--- config.mk ---
export PLATFORM = sky130hd
export DESIGN_NAME = score_collector
export DESIGN_NICKNAME = d
export VERILOG_FILES = /design/src/rtl/nn_pkg.sv /design/src/rtl/fp32_gt.sv /design/src/rtl/score_collector.sv
export SDC_FILE = /design/constraint.sdc
export NUM_CORES = 1
export LEC_CHECK = 0
export BUFFER_PORTS_ARGS = -buffer_cell sky130_fd_sc_hd__clkbuf_2
export CAP_MARGIN = 20
export CORE_ASPECT_RATIO = 0.6
export CORE_UTILIZATION = 40
export DETAILED_ROUTE_END_ITERATION = 10
export GPL_ROUTABILITY_DRIVEN = 0
export SYNTH_ARGS = -nofsm -noshare
export SYNTH_HDL_FRONTEND = slang
export SYNTH_HIERARCHICAL = 1
export SYNTH_SLANG_ARGS = --single-unit
--- constraint.sdc ---
create_clock -name Clk -period 2.6 [get_ports Clk]
set_input_delay 0.13 -clock Clk [delete_from_list [all_inputs] [get_ports Clk]]
set_output_delay 0.13 -clock Clk [all_outputs]
set_load 0.005 [all_outputs]
--- src/rtl/nn_pkg.sv ---
// nn_pkg: shared definitions for the classifier output path.
//   NUM_CLASSES   number of class scores in one frame
//   float32_t     raw IEEE-754 single-precision word
//   state_t       collector FSM states (IDLE, FILL, FULL)
//   fp32_greater  team float order: larger biased exponent wins, then the
//                 larger {1, mantissa}; the sign bit is ignored.
package nn_pkg;

   localparam int NUM_CLASSES = 10;

   typedef logic [31:0] float32_t;

   typedef enum logic [1:0] {
      IDLE = 2'd0,
      FILL = 2'd1,
      FULL = 2'd2
   } state_t;

   function automatic logic fp32_greater(input float32_t a, input float32_t b);
      logic [7:0]  w_exp_a;
      logic [7:0]  w_exp_b;
      logic [23:0] w_man_a;
      logic [23:0] w_man_b;
      w_exp_a = a[30:23];
      w_exp_b = b[30:23];
      w_man_a = {1'b1, a[22:0]};
      w_man_b = {1'b1, b[22:0]};
      if (w_exp_a != w_exp_b) return (w_exp_a > w_exp_b);
      return (w_man_a > w_man_b);
   endfunction

endpackage

--- src/rtl/fp32_gt.sv ---
// fp32_gt: combinational comparator in the team float order.
//   a, b     float32 operands
//   a_gt_b   1 when a is strictly greater than b (sign ignored)
module fp32_gt
   import nn_pkg::*;
(
   input  float32_t a,
   input  float32_t b,
   output logic     a_gt_b
);

   assign a_gt_b = fp32_greater(a, b);

endmodule

--- src/rtl/score_collector.sv ---
// score_collector: gathers NUM_CLASSES float32 scores into one frame and
// holds the completed frame until the consumer acknowledges it.
//   Clk, Reset_n           clock, asynchronous active-low reset
//   in_valid/in_ready      score input handshake, in_score data, in_last frame end
//   clear                  synchronous abort of the current frame
//   scores[]               collected vector, index 0 first
//   out_valid/out_ack      held-frame handshake
//   count                  scores accepted in the current frame (0..10)
//   frame_err              one-cycle pulse on a framing error
//   best_idx               index of the maximum score; constant 0 unless
//                          SCORE_COLLECTOR_RUNNING_MAX_EN is defined
//   dbg_state              current FSM state
//
// Handshake: a score transfers on a rising Clk edge where in_valid and
// in_ready are both 1; in_ready depends only on the registered state, and
// out_valid stays high with scores stable until out_ack is sampled.
module score_collector
   import nn_pkg::*;
(
   input  logic       Clk,
   input  logic       Reset_n,
   input  logic       in_valid,
   output logic       in_ready,
   input  float32_t   in_score,
   input  logic       in_last,
   input  logic       clear,
   output float32_t   scores [NUM_CLASSES],
   output logic       out_valid,
   input  logic       out_ack,
   output logic [3:0] count,
   output logic       frame_err,
   output logic [3:0] best_idx,
   output state_t     dbg_state
);

   state_t     r_state;
   logic [3:0] r_count;
   logic       r_out_valid;
   logic       r_frame_err;
   float32_t   r_scores [NUM_CLASSES];

   logic w_xfer;
   logic w_tenth;
   logic w_bad_frame;

   assign in_ready = (r_state != FULL);
   assign w_xfer   = in_valid && in_ready && !clear;
   assign w_tenth  = (r_count == 4'(NUM_CLASSES - 1));
   // in_last must coincide exactly with the tenth score: early last or a
   // missing last are both framing errors.
   assign w_bad_frame = in_last ^ w_tenth;

   always_ff @(posedge Clk or negedge Reset_n) begin
      if (!Reset_n) begin
         r_state     <= IDLE;
         r_count     <= '0;
         r_out_valid <= 1'b0;
         r_frame_err <= 1'b0;
         for (int i = 0; i < NUM_CLASSES; i++) r_scores[i] <= '0;
      end else begin
         r_frame_err <= 1'b0;
         if (clear) begin
            // Abort wins over transfer and ack; scores keep their values.
            r_state     <= IDLE;
            r_count     <= '0;
            r_out_valid <= 1'b0;
         end else begin
            case (r_state)
               IDLE, FILL: begin
                  if (in_valid) begin
                     for (int i = 0; i < NUM_CLASSES; i++)
                        if (r_count == 4'(i)) r_scores[i] <= in_score;
                     if (w_bad_frame) begin
                        r_state     <= IDLE;
                        r_count     <= '0;
                        r_frame_err <= 1'b1;
                     end else if (w_tenth) begin
                        r_state     <= FULL;
                        r_count     <= r_count + 4'd1;
                        r_out_valid <= 1'b1;
                     end else begin
                        r_state <= FILL;
                        r_count <= r_count + 4'd1;
                     end
                  end
               end
               FULL: begin
                  if (out_ack) begin
                     r_state     <= IDLE;
                     r_count     <= '0;
                     r_out_valid <= 1'b0;
                  end
               end
               default: r_state <= IDLE;
            endcase
         end
      end
   end

`ifdef SCORE_COLLECTOR_RUNNING_MAX_EN
   float32_t   r_best_val;
   logic [3:0] r_best_idx;
   logic       w_gt;

   fp32_gt u_fp32_gt (
      .a      (in_score),
      .b      (r_best_val),
      .a_gt_b (w_gt)
   );

   // First score of a frame loads unconditionally; later scores replace
   // only on strictly greater so ties keep the lowest index.
   always_ff @(posedge Clk or negedge Reset_n) begin
      if (!Reset_n) begin
         r_best_val <= '0;
         r_best_idx <= '0;
      end else if (w_xfer) begin
         if (r_count == 4'd0) begin
            r_best_val <= in_score;
            r_best_idx <= '0;
         end else if (w_gt) begin
            r_best_val <= in_score;
            r_best_idx <= r_count;
         end
      end
   end

   assign best_idx = r_best_idx;
`else
   logic w_unused_xfer;
   assign w_unused_xfer = w_xfer;
   assign best_idx      = '0;
`endif

   assign scores    = r_scores;
   assign out_valid = r_out_valid;
   assign count     = r_count;
   assign frame_err = r_frame_err;
   assign dbg_state = r_state;

endmodule

### Word-level counts from Yosys, hierarchy flattened

Cells that the tools add are included.
Widths: inputs -> output; s select.

* bits in registers: 328
* bits in latches: 0
* memory bits (writable): 0
* bits in read-only memories: 0
* logic and storage cells: 71
* memories kept: 0

* add/sub/neg operators: 1
* multiply operators: 0
* div/mod/pow operators: 0
* magnitude comparators: 0
* equality and inequality tests: 16
* shift operators: 0
* mux-type cells: 21
* bitwise gates (word level): 2
* reductions and logical operators: 17

Operators by type and width (count)
* $reduce_and 4->1: 10
* $eq 4x3->1 const B: 4
* $mux 4: 4
* $ne 3x3->1 const B: 4
* $mux 2: 5
* $mux 1: 9
* $eq 4x2->1 const B: 2
* $eq 4x4->1 const B: 2
* $pmux 4 s2: 1
* $reduce_and 5->1: 1
* $add 4x1->4 const B: 1
* $eq 4x1->1 const B: 1
* $logic_not 4->1: 1
* $pmux 2 s2: 1
* $reduce_and 3->1: 1
* $reduce_bool 3->1: 1
* $eq 2x1->1 const B: 1
* $eq 2x2->1 const B: 1
* $logic_not 2->1: 1
* $ne 2x2->1 const B: 1
* $pmux 1 s2: 1
* $reduce_and 2->1: 1
* $reduce_or 2->1: 1
* $not 1->1: 1
* $xor 1x1->1: 1

### Depth between registers and ports, before layout

* depth in word-level cells: 6
* gate-level depth with buffers: 8
* depth with buffers taken out: 8

### Worst setup path before layout

Ideal clock, no wire load.

* path type: register to register
* from: reg r_count[1], in the netlist count[1]
* to: reg r_count[3], in the netlist count[3]
* setup time: 0.069 ns
* arrival time: 2.058 ns
* required time: 2.531 ns
* slack: 0.473 ns
* cell stages (with the launch flop): 8
* buffers on the path: 0
* clock period less this slack: 2.127 ns
* cell sequence: dfrtp_1 inv_1 ha_1 nand3b_1 ha_1 or4b_1 or3_1 nand3_1

* longest elaborated chain between the ends: 6
* elaborated cells on any way between the ends: 7
* classes of those cells: add/sub: 1; eq/ne: 1; mux: 4; bitwise: 1

RTL lines
* start: declaration: line score_collector.sv:37 `logic [3:0] r_count;`
* start signal: assignment: line score_collector.sv:79 `r_count <= r_count + 4'd1;`
* start signal: assignment: line score_collector.sv:83 `r_count <= r_count + 4'd1;`
* branches (longest 2 deep; another with $add 4x1->4)
* $mux 4 (*): line score_collector.sv:73 `if (w_bad_frame) begin`
* $mux 4 (*): line score_collector.sv:70 `if (in_valid) begin`
* $pmux 4 s2 (*): line score_collector.sv:68 `case (r_state)`
* $mux 4 (*): line score_collector.sv:62 `if (clear) begin`

Mark *: on every way between the ends. The select of a mux whose other input is x is not followed.
A chain may end at the register's enable or synchronous reset.

### Worst setup path after layout

Ends and elaborated chain as after synthesis.

==> impl_metrics.env <==
export IMPL_status="finished clean"
export IMPL_switching_share_pct=23.8
export IMPL_dr_wl_met3_um=2240
export IMPL_dpl_hpwl_um=23400
export IMPL_antenna_diode_count=0
export IMPL_postPlaceCellArea_um2=14900
export IMPL_core_region_area_um2=30300
export IMPL_area_growth_pct=30.4
export IMPL_fill_cells=2618
export IMPL_drcViolationCount=0
export IMPL_grt_pass1_vias=8235
export IMPL_cts_buffer_depth=3
export IMPL_die_h_um=139
export IMPL_cts_made_buffers=31
export IMPL_start_util_pct=41.3
export IMPL_overflow=0
export IMPL_hold_class="input port to flip-flop"
export IMPL_slew_headroom_pct=50.5
export IMPL_finClkSkew_ps=11.7
export IMPL_total_power_mw=11.9
export IMPL_p_int_mw=9.08
export IMPL_detail_route_iter0_violations=362
export IMPL_post_drt_wl_per_cell_um=21.4
export IMPL_period_needed_ps=2370
export IMPL_synthDistinctLibCells=32
export IMPL_worstSetupPathType="flip-flop to flip-flop"
export IMPL_p_clk_share_pct=40.5
export IMPL_cts_sinks=328
export IMPL_nNetsFinal=1216
export IMPL_fin_area_um2=16300
export IMPL_drtPass1Iterations=4
export IMPL_num_io_pins=371
export IMPL_portBuffers=366
export IMPL_cts_resized=0
export IMPL_vias_per_cell=4.93
export IMPL_grt_pass1_wl_um=53100
export IMPL_routed_wl_um=34300
export IMPL_die_area_um2=32100
export IMPL_worstReg2RegStart="count[1]"
export IMPL_hp_start="in_last"
export IMPL_finalSetupViolCount=0
export IMPL_ys_seq_elements=328
export IMPL_reg2reg_slack_ps=230
export IMPL_min_period_over_period_pct=91.1
export IMPL_endpoint_kind="flip-flop"
export IMPL_fin_ws_ps=231
export IMPL_synth_area_leaders="dfrtp_1 (65%), mux2_2 (25%), mux2_1 (3.9%)"
export IMPL_synthFlopType="dfrtp_1"
export IMPL_cp_start_kind="flip-flop"
export IMPL_drive_above_1_share_pct=60.8
export IMPL_dpl_worst_slack_ps=251
export IMPL_rows=49
export IMPL_ir_drop_v=0.000563
export IMPL_powerDensity_nw_per_um2=729
export IMPL_grt_max_degree=92
export IMPL_yosys_warnings=6
export IMPL_synthCells=774
export IMPL_antenna_found_initial=0
export IMPL_cts_tree="built"
export IMPL_cts_root_buffer="clkbuf_16"
export IMPL_worst_slew_pin_slew_ps=743
export IMPL_clk_pin_slew_ps=70
export IMPL_combPwrFrac_pct=11.0
export IMPL_postSynth_asyncResetShare_pct=100
export IMPL_seqPwrFrac_pct=48.4
export IMPL_chipWidth_um=231
export IMPL_wl_met1_um=16300
export IMPL_grt_use_total_pct=21.6
export IMPL_finalHoldViolCount=0
export IMPL_synth_cell_area_um2=12500
export IMPL_synth_top_area_share_pct=65.5
export IMPL_h_tree_depth=1
export IMPL_cts_setup_buffers=0
export IMPL_met2_length_um=15200
export IMPL_avgSynthCellArea_um2=16.2
export IMPL_dr_total_vias=7919
export IMPL_path_max_fanout=5
export IMPL_cp_arrival_ps=2880
export IMPL_p_switching_mw=2.84
export IMPL_required_ps=3110
export IMPL_topRoutingLayerUsed="met4"
export IMPL_seq_area_frac_synth_pct=65.5
export IMPL_drv_cap=0
export IMPL_cp_startpoint="count[1]"
export IMPL_tns_ps=0
export IMPL_rsz0062_at_grt="false"
export IMPL_leakage_nw=8.97
export IMPL_utilization_pct=53.9
export IMPL_drv_slew=0
export IMPL_yosys_area_top_type="dfrtp_1"
export IMPL_holdBufCountCts=37
export IMPL_synth_edff_count=0
export IMPL_postRouteAntennaNets=0
export IMPL_clock_latency_ps=570
export IMPL_timing_fmax_mhz=422
power groups by stage:
| stage | clock network (mW) | registers, mW | logic [mW] |
|---|---|---|---|
| 5_1_grt | 5.19 | 5.82 | 1.43 |
| 2_1_floorplan | 0 | 5.87 | 0.480 |
| 3_3_place_gp | 0 | 5.84 | 1.28 |
| 6_report | 4.83 | 5.77 | 1.31 |
| 3_5_place_dp | 0 | 5.86 | 1.30 |
| 4_1_cts | 4.96 | 5.77 | 1.34 |
layout make-up:
class                      instances  area [µm²]  area share [%]
sequential                       328        8210            50.2
tap                              408         510            3.12
inverter                           4        15.0          0.0919
timing repair buffer             432        2520            15.4
clock inverter                    15         221            1.36
multi-input combinational        375        4000            24.5
clock buffer                      43         871            5.33
layer usage:
layer	global-route usage [%]	vias up
li1	-	3527
met1	31.4	4150
met2	32.4	201
met3	6.09	41
met4	3.83	0
met5	0	-
flip-flops by register name (all words and copies together), names as in the netlist:
name       flops
scores       320
count          4
frame_err      1
dbg_state      2
out_valid      1
cells by family (layout without fill, tap and decap cells):
family	Yosys count	in the layout	share of synthesized area, %
simple gates	38	38	1.89
fa+ha+maj	6	6	0.599
flops	328	328	65.5
mux	322	322	28.9
compound gates	5	5	0.349
other cells	1	4	0.0299
buf+inv	74	494	2.74
cell usage after synthesis (all sizes together), types with 2 or more instances:
master and instances:
inv 4, nor3b 2, mux2 320, nand4 8, mux2i 2, nand3b 2
nand2 3, a211o 2, ha 6, nand3 3, dfrtp 328, buf 70
nor2b 3, nor2 6, nand2b 2
final timing paths:
path / end / depth (start not counted)
max in group asynchronous: scores[33] / 3
min: dbg_state[0] / 5
min in group asynchronous: scores[146] / 2
max: count[3] / 7
max reg2reg: count[3] / 7
min reg2reg: scores[185] / 1
worst max-delay path: stages (launching register included):
cell and delay [ps]:
dfrtp_1 440, inv_1 120, ha_1 200, nand3b_1 170, ha_1 390, or4b_1 590
or3_1 330, nand3_1 70
stage by stage:
stage	hold WS [ps]	instances
after floorplan	-166	777
after global placement	219	1510
after CTS	88.6	1605
after detailed placement	219	1510
after global routing	118	1605
final	103	1605
cell usage in the layout, fill, tap and decap left out, types with 3 or more instances in the layout:
| cell type | Yosys | routed |
|---|---|---|
| clkbuf_2 | 0 | 365 |
| buf_12 | 0 | 7 |
| mux2_1 | 43 | 43 |
| clkbuf_16 | 0 | 31 |
| ha_1 | 6 | 6 |
| clkinv_2 | 0 | 6 |
| dlygate4sd3_1 | 0 | 37 |
| nand3_1 | 3 | 3 |
| nand4_1 | 8 | 8 |
| nor2_1 | 5 | 5 |
| inv_1 | 4 | 4 |
| dfrtp_1 | 328 | 328 |
| clkbuf_1 | 0 | 7 |
| nor2b_1 | 3 | 3 |
| buf_4 | 7 | 22 |
| bufinv_16 | 0 | 5 |
| mux2_2 | 277 | 277 |
| conb_1 | 1 | 4 |
| clkbuf_8 | 0 | 5 |
Power figures use the tool's default switching activity.
